==> src/rtl/snd_cmd_latch.sv <==
// snd_cmd_latch: 68000 -> Z80 sound command mailbox in the clk_main domain.
// The 68000 writes a byte on the falling edge of SNDDT and requests a Z80 interrupt with
// a rising edge on SNDON. The Z80 reads through its latch select and acknowledges the
// interrupt with an M1/IORQ cycle.
// Build option: define SNDLATCH_FIFO_EN for a 2^DEPTH_LOG2-entry FIFO. Without it, the
// storage is a single overwrite register.
module snd_cmd_latch #(
  parameter int unsigned DEPTH_LOG2 = 2
) (
  input  logic       clk_main,
  input  logic       nRESET,
  input  logic       SNDDT,
  input  logic       SNDON,
  input  logic [7:0] m68k_dout_lo,
  input  logic       z80_ce,
  input  logic       z80_nCS,
  input  logic       z80_nRD,
  input  logic       z80_nM1,
  input  logic       z80_nIORQ,
  output logic [7:0] z80_dout,
  output logic       z80_nINT,
  output logic       pending,
  output logic       overrun
);

  typedef enum logic [1:0] {StIdle, StReq, StAck} irq_state_e;

  logic       snddt_q, sndon_q;
  logic       rd_active_q, rd_active_d;
  logic       rd_idle_q, rd_idle_d;
  logic       wr_ev, rd_now, pop_ev, sndon_rise;
  logic       pending_q, pending_d;
  logic       overrun_q, overrun_d;
  irq_state_e state_q, state_d;
  logic       rearm_q, rearm_d;
  logic       nint_q, nint_d;

  assign wr_ev      = !SNDDT && snddt_q;
  assign sndon_rise = SNDON && !sndon_q;
  assign rd_now     = !z80_nCS && !z80_nRD;
  // The pop happens when the read ends, so the data stays stable for the whole read.
  assign pop_ev     = z80_ce && !rd_now && rd_active_q;

  // Read tracking. A read counts only if it began after an idle sample. This stops a
  // read that was already in progress across reset from popping anything.
  always_comb begin
    rd_active_d = rd_active_q;
    rd_idle_d   = rd_idle_q;
    if (z80_ce) begin
      rd_idle_d = !rd_now;
      if (rd_now) begin
        rd_active_d = rd_active_q | rd_idle_q;
      end else begin
        rd_active_d = 1'b0;
      end
    end
  end

  // Edge-detect and read-tracking registers.
  always_ff @(posedge clk_main or negedge nRESET) begin
    if (!nRESET) begin
      snddt_q     <= 1'b1;
      sndon_q     <= 1'b0;
      rd_active_q <= 1'b0;
      rd_idle_q   <= 1'b0;
    end else begin
      snddt_q     <= SNDDT;
      sndon_q     <= SNDON;
      rd_active_q <= rd_active_d;
      rd_idle_q   <= rd_idle_d;
    end
  end

`ifdef SNDLATCH_FIFO_EN
  localparam int unsigned Depth = 1 << DEPTH_LOG2;

  logic [7:0]            mem_q [Depth];
  logic [7:0]            mem_d [Depth];
  logic [DEPTH_LOG2-1:0] wr_ptr_q, wr_ptr_d, rd_ptr_q, rd_ptr_d;
  logic [DEPTH_LOG2:0]   cnt_q, cnt_d;
  logic [7:0]            last_q, last_d;
  logic                  empty, full, do_pop, do_wr;

  assign empty  = (cnt_q == '0);
  assign full   = cnt_q[DEPTH_LOG2];
  assign do_pop = pop_ev && !empty;
  // A pop in the same cycle frees a slot, so a write to a full FIFO is kept.
  assign do_wr  = wr_ev && (!full || do_pop);

  // FIFO next state: pointers wrap naturally at the power-of-two depth.
  always_comb begin
    mem_d     = mem_q;
    wr_ptr_d  = wr_ptr_q;
    rd_ptr_d  = rd_ptr_q;
    cnt_d     = cnt_q;
    last_d    = last_q;
    overrun_d = overrun_q | (wr_ev && !do_wr);
    if (do_wr) begin
      mem_d[wr_ptr_q] = m68k_dout_lo;
      wr_ptr_d        = wr_ptr_q + 1'b1;
    end
    if (do_pop) begin
      last_d   = mem_q[rd_ptr_q];
      rd_ptr_d = rd_ptr_q + 1'b1;
    end
    if (do_wr && !do_pop) begin
      cnt_d = cnt_q + 1'b1;
    end else if (!do_wr && do_pop) begin
      cnt_d = cnt_q - 1'b1;
    end
    pending_d = (cnt_d != '0);
  end

  // FIFO storage registers.
  always_ff @(posedge clk_main or negedge nRESET) begin
    if (!nRESET) begin
      mem_q    <= '{default: 8'h00};
      wr_ptr_q <= '0;
      rd_ptr_q <= '0;
      cnt_q    <= '0;
      last_q   <= 8'h00;
    end else begin
      mem_q    <= mem_d;
      wr_ptr_q <= wr_ptr_d;
      rd_ptr_q <= rd_ptr_d;
      cnt_q    <= cnt_d;
      last_q   <= last_d;
    end
  end

  // Show the head entry. Once the FIFO drains, show the byte that was popped last.
  assign z80_dout = empty ? last_q : mem_q[rd_ptr_q];
`else
  logic [7:0] data_q, data_d;
  logic       unused_depth;

  assign unused_depth = ^DEPTH_LOG2;

  // Single register: a write always overwrites. A pop clears pending but keeps the data.
  always_comb begin
    data_d    = data_q;
    pending_d = pending_q;
    overrun_d = overrun_q | (wr_ev && pending_q && !pop_ev);
    if (pop_ev) begin
      pending_d = 1'b0;
    end
    if (wr_ev) begin
      data_d    = m68k_dout_lo;
      pending_d = 1'b1;
    end
  end

  // Data register.
  always_ff @(posedge clk_main or negedge nRESET) begin
    if (!nRESET) begin
      data_q <= 8'h00;
    end else begin
      data_q <= data_d;
    end
  end

  assign z80_dout = data_q;
`endif

  // IRQ next state. SNDON edges in REQ are merged; an edge seen in ACK re-arms.
  always_comb begin
    state_d = state_q;
    rearm_d = rearm_q;
    unique case (state_q)
      StIdle: begin
        if (sndon_rise) state_d = StReq;
      end
      StReq: begin
        if (z80_ce && !z80_nM1 && !z80_nIORQ) state_d = StAck;
      end
      StAck: begin
        if (sndon_rise) rearm_d = 1'b1;
        if (z80_ce && z80_nIORQ) begin
          state_d = (rearm_q || sndon_rise) ? StReq : StIdle;
          rearm_d = 1'b0;
        end
      end
      default: begin
        state_d = StIdle;
        rearm_d = 1'b0;
      end
    endcase
    nint_d = (state_d != StReq);
  end

  // IRQ state and registered outputs.
  always_ff @(posedge clk_main or negedge nRESET) begin
    if (!nRESET) begin
      state_q   <= StIdle;
      rearm_q   <= 1'b0;
      nint_q    <= 1'b1;
      pending_q <= 1'b0;
      overrun_q <= 1'b0;
    end else begin
      state_q   <= state_d;
      rearm_q   <= rearm_d;
      nint_q    <= nint_d;
      pending_q <= pending_d;
      overrun_q <= overrun_d;
    end
  end

  assign z80_nINT = nint_q;
  assign pending  = pending_q;
  assign overrun  = overrun_q;

endmodule

==> config.mk <==
export PLATFORM = sky130hd
export DESIGN_NAME = snd_cmd_latch
export DESIGN_NICKNAME = d
export VERILOG_FILES = /design/src/rtl/snd_cmd_latch.sv
export SDC_FILE = /design/constraint.sdc
export NUM_CORES = 1
export LEC_CHECK = 0
export BUFFER_PORTS_ARGS = -buffer_cell sky130_fd_sc_hd__buf_2
export CAP_MARGIN = 20
export CORE_MARGIN = 2
export CORE_UTILIZATION = 30
export CTS_CLUSTER_DIAMETER = 30
export CTS_CLUSTER_SIZE = 30
export DETAILED_ROUTE_END_ITERATION = 8
export SKIP_LAST_GASP = 1
export SLEW_MARGIN = 20
export SYNTH_ARGS = -nofsm -noshare
export SYNTH_HDL_FRONTEND = slang
export SYNTH_SLANG_ARGS = --single-unit
==> constraint.sdc <==
create_clock -name clk_main -period 2.14 [get_ports clk_main]
set_clock_uncertainty 0.1 [all_clocks]
set_input_delay 0.428 -clock clk_main [delete_from_list [all_inputs] [get_ports clk_main]]
set_output_delay 0.428 -clock clk_main [all_outputs]
set_load 0.01 [all_outputs]
Word-level counts from Yosys, hierarchy flattened
Cells that the tools add are included.
{"block": "op_classes", "n_eq_ne": 4, "muxes": 11, "bitwise": 3, "n_reduce_logical": 23}
{"op": "$logic_and A1 B1 Y1", "count": 10}
{"op": "$logic_not A1 Y1", "count": 8}
{"op": "$mux W1", "count": 6}
{"op": "$mux W2", "count": 3}
{"op": "$pmux W2 S3", "count": 1}
{"op": "$ne A3 B3 Y1 const B", "count": 1}
{"op": "$eq A2 B1 Y1 const B", "count": 1}
{"op": "$eq A2 B2 Y1 const B", "count": 1}
{"op": "$logic_not A2 Y1", "count": 1}
{"op": "$ne A2 B1 Y1 const B", "count": 1}
{"op": "$or A1 B1 Y1", "count": 2}
{"op": "$pmux W1 S2", "count": 1}
{"op": "$reduce_and A2 Y1", "count": 1}
{"op": "$reduce_bool A2 Y1", "count": 1}
{"op": "$reduce_or A2 Y1", "count": 1}
{"op": "$logic_or A1 B1 Y1", "count": 1}
{"op": "$not A1 Y1", "count": 1}
{"block": "word_totals", "ff_bits": 18, "inputBits": 17, "output_inout_bits": 11, "elab_cells": 51}

Longest topological paths before layout
Gate-level depths: netlist of run 1.
{"block": "logic_depth", "depth_word": 8, "ltp_mapped": 3, "mapped_depth_nobuf": 3}

Worst setup path after synthesis of run 1
No wires, ideal clock.
{"block": "synth_path", "path_kind": "reg2reg", "startpoint": "register snddt_q", "endpoint": "register data_q[0], in the netlist z80_dout[0]", "setup_time_ns": 0.125, "t_arrival_ns": 0.992, "required_ns": 1.915, "slack_ns": 0.922, "stages_incl_launch_ff": 4, "path_buffers": 1, "period_less_slack_ns": 1.218, "cell_sequence": "dfstp_2 -> nand2b_4 -> buf_6 -> mux2_4"}
{"block": "synth_via", "elab_chain_cells": 1}
{"item": "start, declared", "line": "28", "rtl": "logic snddt_q, sndon_q;"}
{"item": "start signal, assigned", "line": "62", "rtl": "snddt_q <= 1'b1;"}
{"item": "start signal, assigned", "line": "67", "rtl": "snddt_q <= SNDDT;"}
{"item": "$logic_and A1 B1 Y1", "line": "38", "rtl": "assign wr_ev = !SNDDT && snddt_q;"}
{"item": "end signal, assigned", "line": "158", "rtl": "data_q <= data_d;"}
{"item": "end, declared", "line": "134", "rtl": "logic [7:0] data_q, data_d;"}
Every way passes these cells.
A chain may end at the register's enable or synchronous reset.

Final worst setup path of run 1
{"block": "layout_path", "startpoint": "register nint_q, in the netlist z80_nINT", "endpoint": "output port z80_nINT"}
{"item": "start, declared", "line": "36", "rtl": "logic nint_q, nint_d;"}
{"item": "start signal, assigned", "line": "202", "rtl": "nint_q <= nint_d;"}
{"item": "end, declared", "line": "21", "rtl": "output logic z80_nINT,"}
No word-level cell between the ends.

==> run metrics, run 1 <==
status complete, no violations; top cell family by delay on the critical path flip-flops; Crit path arrival time between 0.9 and 1 ns; sequential share of power 53.1%; pwr/cell area just under 900 nW/um^2; initial core utilization 32.5%; hold buffer count at CTS 1; nets 98; sw power 219 uW; Setup Fix Bufs, Post-CTS 0; Rows 17; gpl congestion 0.636; RR Endpoint z80_dout[2]$_DFFE_PN0N_; Switching Share 26.3%; CP Buf/Inv Count 1; syn nets 66; sequential area share after synthesis 61.8%; port buffer count 27; Core Footprint between 2000 and 2500 um^2; synth warn 0; Reg area between 400 and 500 um^2; Setup Crit Path Kind register to output port; initial antenna violation count 0; largest cells by area after synthesis dfrtp_1, mux2_4, dfstp_2, a21oi_1, nor2_1; Fill cells 229; crit path capture z80_nINT; Worst setup SP type register; Lkg Pwr 0.000472 uW; Cell Area, Synth 733 um^2; num ports 28; Met2 Routed Length 530 um; clk slew on worst S/H paths 0.10 ns; Vias roughly 490; clk sink count 18; flop-to-flop setup slack slightly above 0.9 ns; CP Max Fanout 1; multi-input combinational cell area 265 um^2; Worst Hold Slack 0.133 ns; max-slew violation count 0; most common cell after layout, fill and taps aside buf_2; worst hold path class input pin to register; Worst Max-Slew Pin Slew 0.388 ns; R2R depth 2; Max VDD drop between 0.5 and 0.6 mV; total global routing overflow 0; cell count along the critical path 1; Final Cycle Share between 60% and 70%; H-tree levels 1; Clk pwr share 24.7%; Comb pwr share about 22%; most frequent cells in the layout buf_2, dfrtp_1, mux2_4, nor2_1; critical path launch point z80_nINT$_DFF_PN1_; dpl hpwl 915 um; share of cells above drive strength 1 56.3%; metal3 WL 143 um; Worst path slowest cell dfstp_2; minimum clock period 1.46 ns; distinct cell type count of the synthesized netlist 19; Rel. slew slack 74.2%; CTS tree built; largest net degree at the start of global routing 19; global-route usage over all layers 10.0%; design internal power 615 uW; register bit total from synthesis 18; Crit path required time 1.61 ns; 1st-pass router iterations 3; setup total negative slack 0 ns; Die Span Y around 53 um; RSZ-0062 raised after global routing false; Post-DRT Antenna Nets 0; routed len/inst 11.5 um; CTS root buffer clkbuf_4; n_diodes 0; Design Power 835 uW; Synth top area share 54.6%; post-DR vias/cell 4.50; die width approximately 53 um; Mapped Cells slightly below 50; Max Cap Viol 0; Mapped Avg Cell Area around 15 um^2; Die Area roughly 2900 um^2; highest metal used met4; Initial DRC Count 5; Fmax roughly 680 MHz; Clk Latency, worst-skew pair roughly 0.29 ns; Final Setup Violations 0; final WL 1240 um; wire length on met1 between 500 and 600 um; CTS buffer count 3; DRC 0; RR Startpoint snddt_q$_DFF_PN1_; Synth area leader dfrtp_1; number of global-route vias before repair 441; global-route wire length before repair 1910 um; post-cts sizing count 0; Area growth, synth to finish 28.0%; Worst path max stage delay ~0.53 ns; critical-path cell list buf_2; Worst Setup End Kind output port; worst-case clock buffer depth 2; Fin. Hold Viols 0
## flip-flops by register name, summed over array words and instances (netlist names)
name         flops
state_q          2
rd_idle_q        1
pending          1
z80_nINT         1
snddt_q          1
rd_active_q      1
z80_dout         8
sndon_q          1
rearm_q          1
overrun          1
## routing by layer
layer | global-route usage (%) | vias to the layer above
li1 | - | 236
met4 | 5.13 | 0
met5 | 0 | -
met2 | 13.6 | 23
met1 | 11.7 | 223
met3 | 6.78 | 4
## kinds of logic after synthesis
logic type	synth area share, %
simple gates	9.21
buf+inv	2.05
compound gates	9.05
flops	61.8
mux	17.9
## synthesized netlist by cell type
cell and number:
mux2_2 1, nor2b_1 2, a21bo_2 1, a21oi_1 3, nand2b_4 1, dfstp_2 2, o32ai_1 1, a21o_1 1
inv_1 1, nand4b_1 1, dfrtp_1 16, o21bai_1 1, o32a_1 1, nor2_1 4, nand2_1 2, buf_6 1
o21a_1 1, mux2_4 8, nor3_2 1
## area by class of cell
| class | count | share of cell area, % |
|---|---|---|
| flip-flops and latches | 18 | 48.3 |
| clock buffers | 4 | 3.87 |
| repair buffers | 28 | 15.5 |
| well taps | 28 | 3.73 |
| inverters | 1 | 0.400 |
| multi-input cells | 29 | 28.3 |
## worst min path at each step
stage	startpoint	to	slack, ns	cells past startpoint
after floorplan	nRESET	overrun$_DFF_PN0_	0.03	0
after global placement	nRESET	state_q[0]$_DFF_PN0_	0.27	1
after detailed placement	nRESET	state_q[0]$_DFF_PN0_	0.28	1
after CTS	SNDDT	snddt_q$_DFF_PN1_	0.12	1
after global routing	SNDDT	snddt_q$_DFF_PN1_	0.12	1
final	SNDDT	snddt_q$_DFF_PN1_	0.13	1
## per-stage QoR
stage	area (um^2)	utilization [%]	cells	setup WS [ns]
global placement	892	39.6	103	0.856
finish	938	41.6	108	0.676
global route	938	41.6	108	0.635
floorplan	733	-	49	0.922
CTS	938	41.6	108	0.659
detailed placement	892	39.6	103	0.841
## power groups by stage
stage	clock [uW]	sequential (uW)	combinational, uW
after floorplan	0	461	103
after global placement	0	448	184
after detailed placement	0	449	188
after CTS	215	444	189
after global routing	226	451	207
final	206	444	185
## worst register-to-register path, delay by kind of cell (launching register included)
| kind | cells | cell delay [ns] |
|---|---|---|
| multiplexers | 1 | 0.32 |
| flip-flops | 1 | 0.55 |
| AND/OR/NAND/NOR | 1 | 0.13 |
Note: power is estimated with default switching activity, not from simulation.
==> run 2, diff against run 1 <==
Settings changed: ABC_AREA set to 1.
Clock period 2.14 ns to 1.53 ns, I/O delays scaled along.
==> run metrics, run 2 <==
Max Cap Viol 0 (unchanged); dpl cells 135 (+31%); distinct cell type count of the synthesized netlist 14 (-5); CP Max Fanout 1 (unchanged); fin cells 140 (+30%); CTS root buffer clkbuf_4; Setup Crit Path Kind register to output port; RSZ-0062 raised after global routing false; Synth async-reset ratio 100% (unchanged); Worst Max-Slew Pin Slew 0.377 ns (-0.0109 ns); CP Buf/Inv Count 1 (unchanged); Final Setup Violations 0 (unchanged); R2R depth 5 (+3); flop-to-flop setup slack 0.30 ns (-0.63 ns); Mapped Avg Cell Area 9.13 um^2 (-39%); RR Endpoint z80_dout[0]$_DFFE_PN0N_; Core Footprint 2250 um^2 (unchanged); Post-synth EDFFs 0 (unchanged); CTS tree built; global-route usage over all layers 11.1% (+1.1 points); worst hold path class input pin to register; max reg flops 8 (unchanged); Worst path slowest cell dfstp_2; minimum clock period around 1.3 ns; Area growth, synth to finish 29.6%; global-route wire length before repair 2290 um (+20%); Rel. slew slack 74.9% (+0.73 points); Synth top area share 54.8% (+0.19 points); critical-path cell list buf_2; Synth area leader dfrtp_1; Max VDD drop 0.591 mV (+8.7%); nets 130 (+33%); n_diodes 0 (unchanged); pwr/cell area 1180 nW/um^2 (+32%); Worst setup SP type register; clk sink count 18 (unchanged); Lkg Pwr 0.000531 uW (+13%); Vias 595 (+22%); die width 53.4 um (-0.16%); Initial DRC Count 9 (+4); setup total negative slack 0 ns (unchanged); Crit path arrival time 0.92 ns (-0.02 ns); Fill cells 245 (+7.0%); register bit total from synthesis 18 (unchanged); syn nets 97 (+47%); Worst path max stage delay 0.53 ns (about the same); port buffer count 27 (unchanged); crit path capture z80_nINT; most frequent cells in the layout nand2_1, buf_2, dfrtp_1, inv_1, a21oi_1; Fin. Hold Viols 0 (unchanged); top cell family by delay on the critical path flip-flops; Rows 17 (unchanged); Worst Setup End Kind output port; largest cells by area after synthesis dfrtp_1, nand2_1, dfstp_2, inv_1, a21oi_1; Clk Latency, worst-skew pair 0.28 ns (about the same); Die Area 2850 um^2 (-0.32%); dpl hpwl 1050 um (+14%); Main synth FF type dfrtp_1; worst-case clock buffer depth 2 (unchanged); num ports 28 (unchanged); cell count along the critical path 1 (unchanged); Fmax roughly 750 MHz; Final Cycle Share 86.7%; Commonest cells post-synth nand2_1, dfrtp_1, inv_1, a21oi_1; number of global-route vias before repair 554 (+26%); critical path launch point z80_nINT$_DFF_PN1_; CTS buffer count 3 (unchanged); count leader, synth nand2_1; routed len/inst 9.61 um (-16%); H-tree levels 1 (unchanged); post-DR vias/cell 4.25 (-5.6%); most common cell after layout, fill and taps aside nand2_1; initial core utilization 32.4% (-0.11 points); clk slew on worst S/H paths 0.09 ns (about the same); 1st-pass router iterations 4 (+1); Mapped Cells 80 (+63%); initial antenna violation count 0 (unchanged); RR Startpoint snddt_q$_DFF_PN1_; Cell Area, Synth 731 um^2 (-0.34%); Post-DRT Antenna Nets 0 (unchanged); DRC 0 (unchanged); synth warn 0 (unchanged); share of cells above drive strength 1 37.5% (-19 points); status complete, no violations; gpl congestion 0.702 (+10%); total global routing overflow 0 (unchanged); max-slew violation count 0 (unchanged); sequential area share after synthesis 62.0% (+0.21 points); final WL 1350 um (+8.5%); Crit path required time 1.12 ns (-0.49 ns); largest net degree at the start of global routing 19 (unchanged); Die Span Y 53.4 um (-0.16%)
-- run 2: where the power goes --
part           switching (uW)  leakage (uW)  internal, uW
logic                     140      0.000299          96.3
registers                40.4      0.000211           562
clock network             130     0.0000210           145
total                     311      0.000531           803
-- run 2: kinds of logic (layout without fill, tap and decap cells) --
kind of cell,Yosys count,count (layout),synth area share (%)
and+or+nand+nor,44,44,26.9
muxes,1,1,1.54
buffers and inverters,12,44,6.16
AOI/OAI and AO/OA,5,5,3.42
DFF,18,18,62.0
-- run 2: worst min-delay path by stage --
stage / startpoint / end / slack (ns) / cells after the start
final: SNDDT / snddt_q$_DFF_PN1_ / 0.04 / 1
after global routing: SNDDT / snddt_q$_DFF_PN1_ / 0.03 / 1
after CTS: SNDDT / snddt_q$_DFF_PN1_ / 0.03 / 1
after detailed placement: nRESET / z80_dout[5]$_DFFE_PN0N_ / 0.15 / 1
after global placement: nRESET / z80_dout[5]$_DFFE_PN0N_ / 0.15 / 1
after floorplan: nRESET / overrun$_DFF_PN0_ / -0.09 / 0
-- run 2: stage by stage --
stage               area, um^2  power (uW)  utilization [%]  hold slack (ns)  setup slack, ns
CTS                        947        1130             42.0           0.0328            0.190
global placement           901         842             40.0            0.147            0.337
global route               947        1190             42.0           0.0293            0.156
finish                     947        1110             42.0           0.0448            0.204
detailed placement         901         849             40.0            0.147            0.309
floorplan                  731         746                -          -0.0896            0.413
-- run 2: area by class of cell --
type | count | area [um^2] | share of cell area, %
clock buffer | 4 | 36.3 | 3.83
multi-input combinational | 50 | 233 | 24.6
tap | 28 | 35.0 | 3.70
sequential | 18 | 453 | 47.8
inverter | 12 | 45.0 | 4.76
timing repair buffer | 28 | 145 | 15.3
-- run 2: repair_timing --
action	4_1_cts	5_1_grt
hold buffers	1	0
hold endpoints to repair	16	0
gates resized for setup	0	0
buffers inserted	0	0
-- run 2: routing by layer --
layer  track usage (%)  part of all wire [%]
met1              14.3                    47
met5                 0                     0
met2              17.9                    44
met3              2.82                   9.4
met4              3.85                     0
==> run 3, diff against run 2 <==
Settings changed: CELL_PAD_IN_SITES_DETAIL_PLACEMENT set to 1, CELL_PAD_IN_SITES_GLOBAL_PLACEMENT set to 2, CORE_UTILIZATION 30 to 26, PLACE_DENSITY_LB_ADDON set to 0.1.
==> run metrics, run 3 (synthesis gave the netlist of run 2 again) <==
top cell family by delay on the critical path flip-flops; Max VDD drop 0.416 mV (-30%); dpl hpwl 1120 um (+7.4%); initial antenna violation count 0 (unchanged); nets 130 (unchanged); 1st-pass router iterations 2 (-2); gpl congestion 0.699 (-0.41%); Rows 19 (+2); Die Area 3250 um^2 (+14%); Area growth, synth to finish 28.8%; Core Footprint 2710 um^2 (+20%); worst-case clock buffer depth 2 (unchanged); CP Max Fanout 1 (unchanged); clk slew on worst S/H paths 0.10 ns (about the same); CTS root buffer clkbuf_4; pwr/cell area 1150 nW/um^2 (-2.2%); critical-path cell list buf_2; Worst Max-Slew Pin Slew 0.392 ns (+0.0150 ns); Lkg Pwr 0.000525 uW (-1.1%); RSZ-0062 raised after global routing false; Worst path max stage delay 0.53 ns (about the same); Setup Crit Path Kind register to output port; setup total negative slack 0 ns (unchanged); Vias 602 (+1.2%); Final Cycle Share 87.3% (+0.68 points); max-slew violation count 0 (unchanged); hold_sp SNDDT; H-tree levels 1 (unchanged); RR Startpoint snddt_q$_DFF_PN1_; CTS buffer count 3 (unchanged); final WL 1480 um (+9.7%); fin cells 143 (+2.1%); Crit path arrival time 0.93 ns (about the same); post-cts sizing count 0 (unchanged); Die Span Y 57.0 um (+6.9%); global-route wire length before repair 2470 um (+7.9%); most frequent cells in the layout nand2_1, buf_2, dfrtp_1, inv_1, a21oi_1; largest net degree at the start of global routing 19 (unchanged); worst hold path class input pin to register; flop-to-flop setup slack 0.29 ns (about the same); global-route usage over all layers 9.85% (-1.2 points); num ports 28 (unchanged); Setup WS pre-CTS 0.267 ns (-0.0418 ns); share of cells above drive strength 1 36.6% (-0.89 points); die width 57.0 um (+6.9%); initial core utilization 27.0% (-5.4 points); CP Buf/Inv Count 1 (unchanged); minimum clock period 1.34 ns (+0.0104 ns); Clk Latency, worst-skew pair 0.29 ns (about the same); max reg flops 8 (unchanged); Final Setup Violations 0 (unchanged); Max Cap Viol 0 (unchanged); status complete, no violations; number of global-route vias before repair 574 (+3.6%); clk sink count 18 (unchanged); Post-DRT Antenna Nets 0 (unchanged); Worst setup SP type register; Worst Setup End Kind output port; Crit path required time 1.12 ns (about the same); most common cell after layout, fill and taps aside nand2_1; Fin. Hold Viols 0 (unchanged); Fmax 748 MHz (-0.78%); Initial DRC Count 13 (+4); total global routing overflow 0 (unchanged); DRC 0 (unchanged); port buffer count 27 (unchanged); Rel. slew slack 73.9% (-1.0 points); Worst path slowest cell dfstp_2; n_diodes 0 (unchanged); routed len/inst 10.3 um (+7.4%); final worst slack 0.194 ns (-0.0104 ns); dpl cells 138 (+2.2%); critical path launch point z80_nINT$_DFF_PN1_; CTS tree built; post-DR vias/cell 4.21 (-0.95%)
run 3: cell counts in the layout (fill, tap and decap cells not counted):
Identical to the previous run, type by type.
run 3: metrics by stage:
stage	utilization [%]	instance area, um^2	power, uW	hold slack [ns]
final	34.7	941	1080	0.0354
after global routing	34.7	941	1160	0.0153
after CTS	34.7	941	1100	0.0257
after detailed placement	33.4	905	854	0.161
after global placement	33.4	905	847	0.162
after floorplan	-	731	746	-0.0896
run 3: routing by layer:
layer	part of all wire, %	track usage (%)	wire, um
met4	0.88	4.98	13
met5	0	0	0
met2	47	14.9	692
met1	48	13.4	702
met3	4.5	2.04	67
run 3: worst paths after layout:
kind,cells after the start,endpoint
min reg2reg,2,z80_dout[2]$_DFFE_PN0N_
max,1,z80_nINT
max in group asynchronous,2,z80_nINT$_DFF_PN1_
max reg2reg,5,z80_dout[4]$_DFFE_PN0N_
min in group asynchronous,2,z80_dout[2]$_DFFE_PN0N_
min,1,snddt_q$_DFF_PN1_
run 3: area by class of cell:
class                   count  area, um^2
well taps                  31        38.8
fillers                   348        1770
clock buffers               4        26.3
flip-flops and latches     18         453
multi-input cells          50         233
inverters                  12        45.0
repair buffers             28         145
run 3: power by group:
| part | switching, uW | internal [uW] | leakage (uW) |
|---|---|---|---|
| clock network | 143 | 101 | 0.0000150 |
| registers | 41.0 | 562 | 0.000211 |
| logic | 139 | 96.2 | 0.000299 |
run 3: what timing repair did:
| action | 4_1_cts | 5_1_grt |
|---|---|---|
| hold buffers | 1 | 0 |
| buffers inserted | 0 | 0 |
| endpoints found under the hold margin | 16 | 0 |
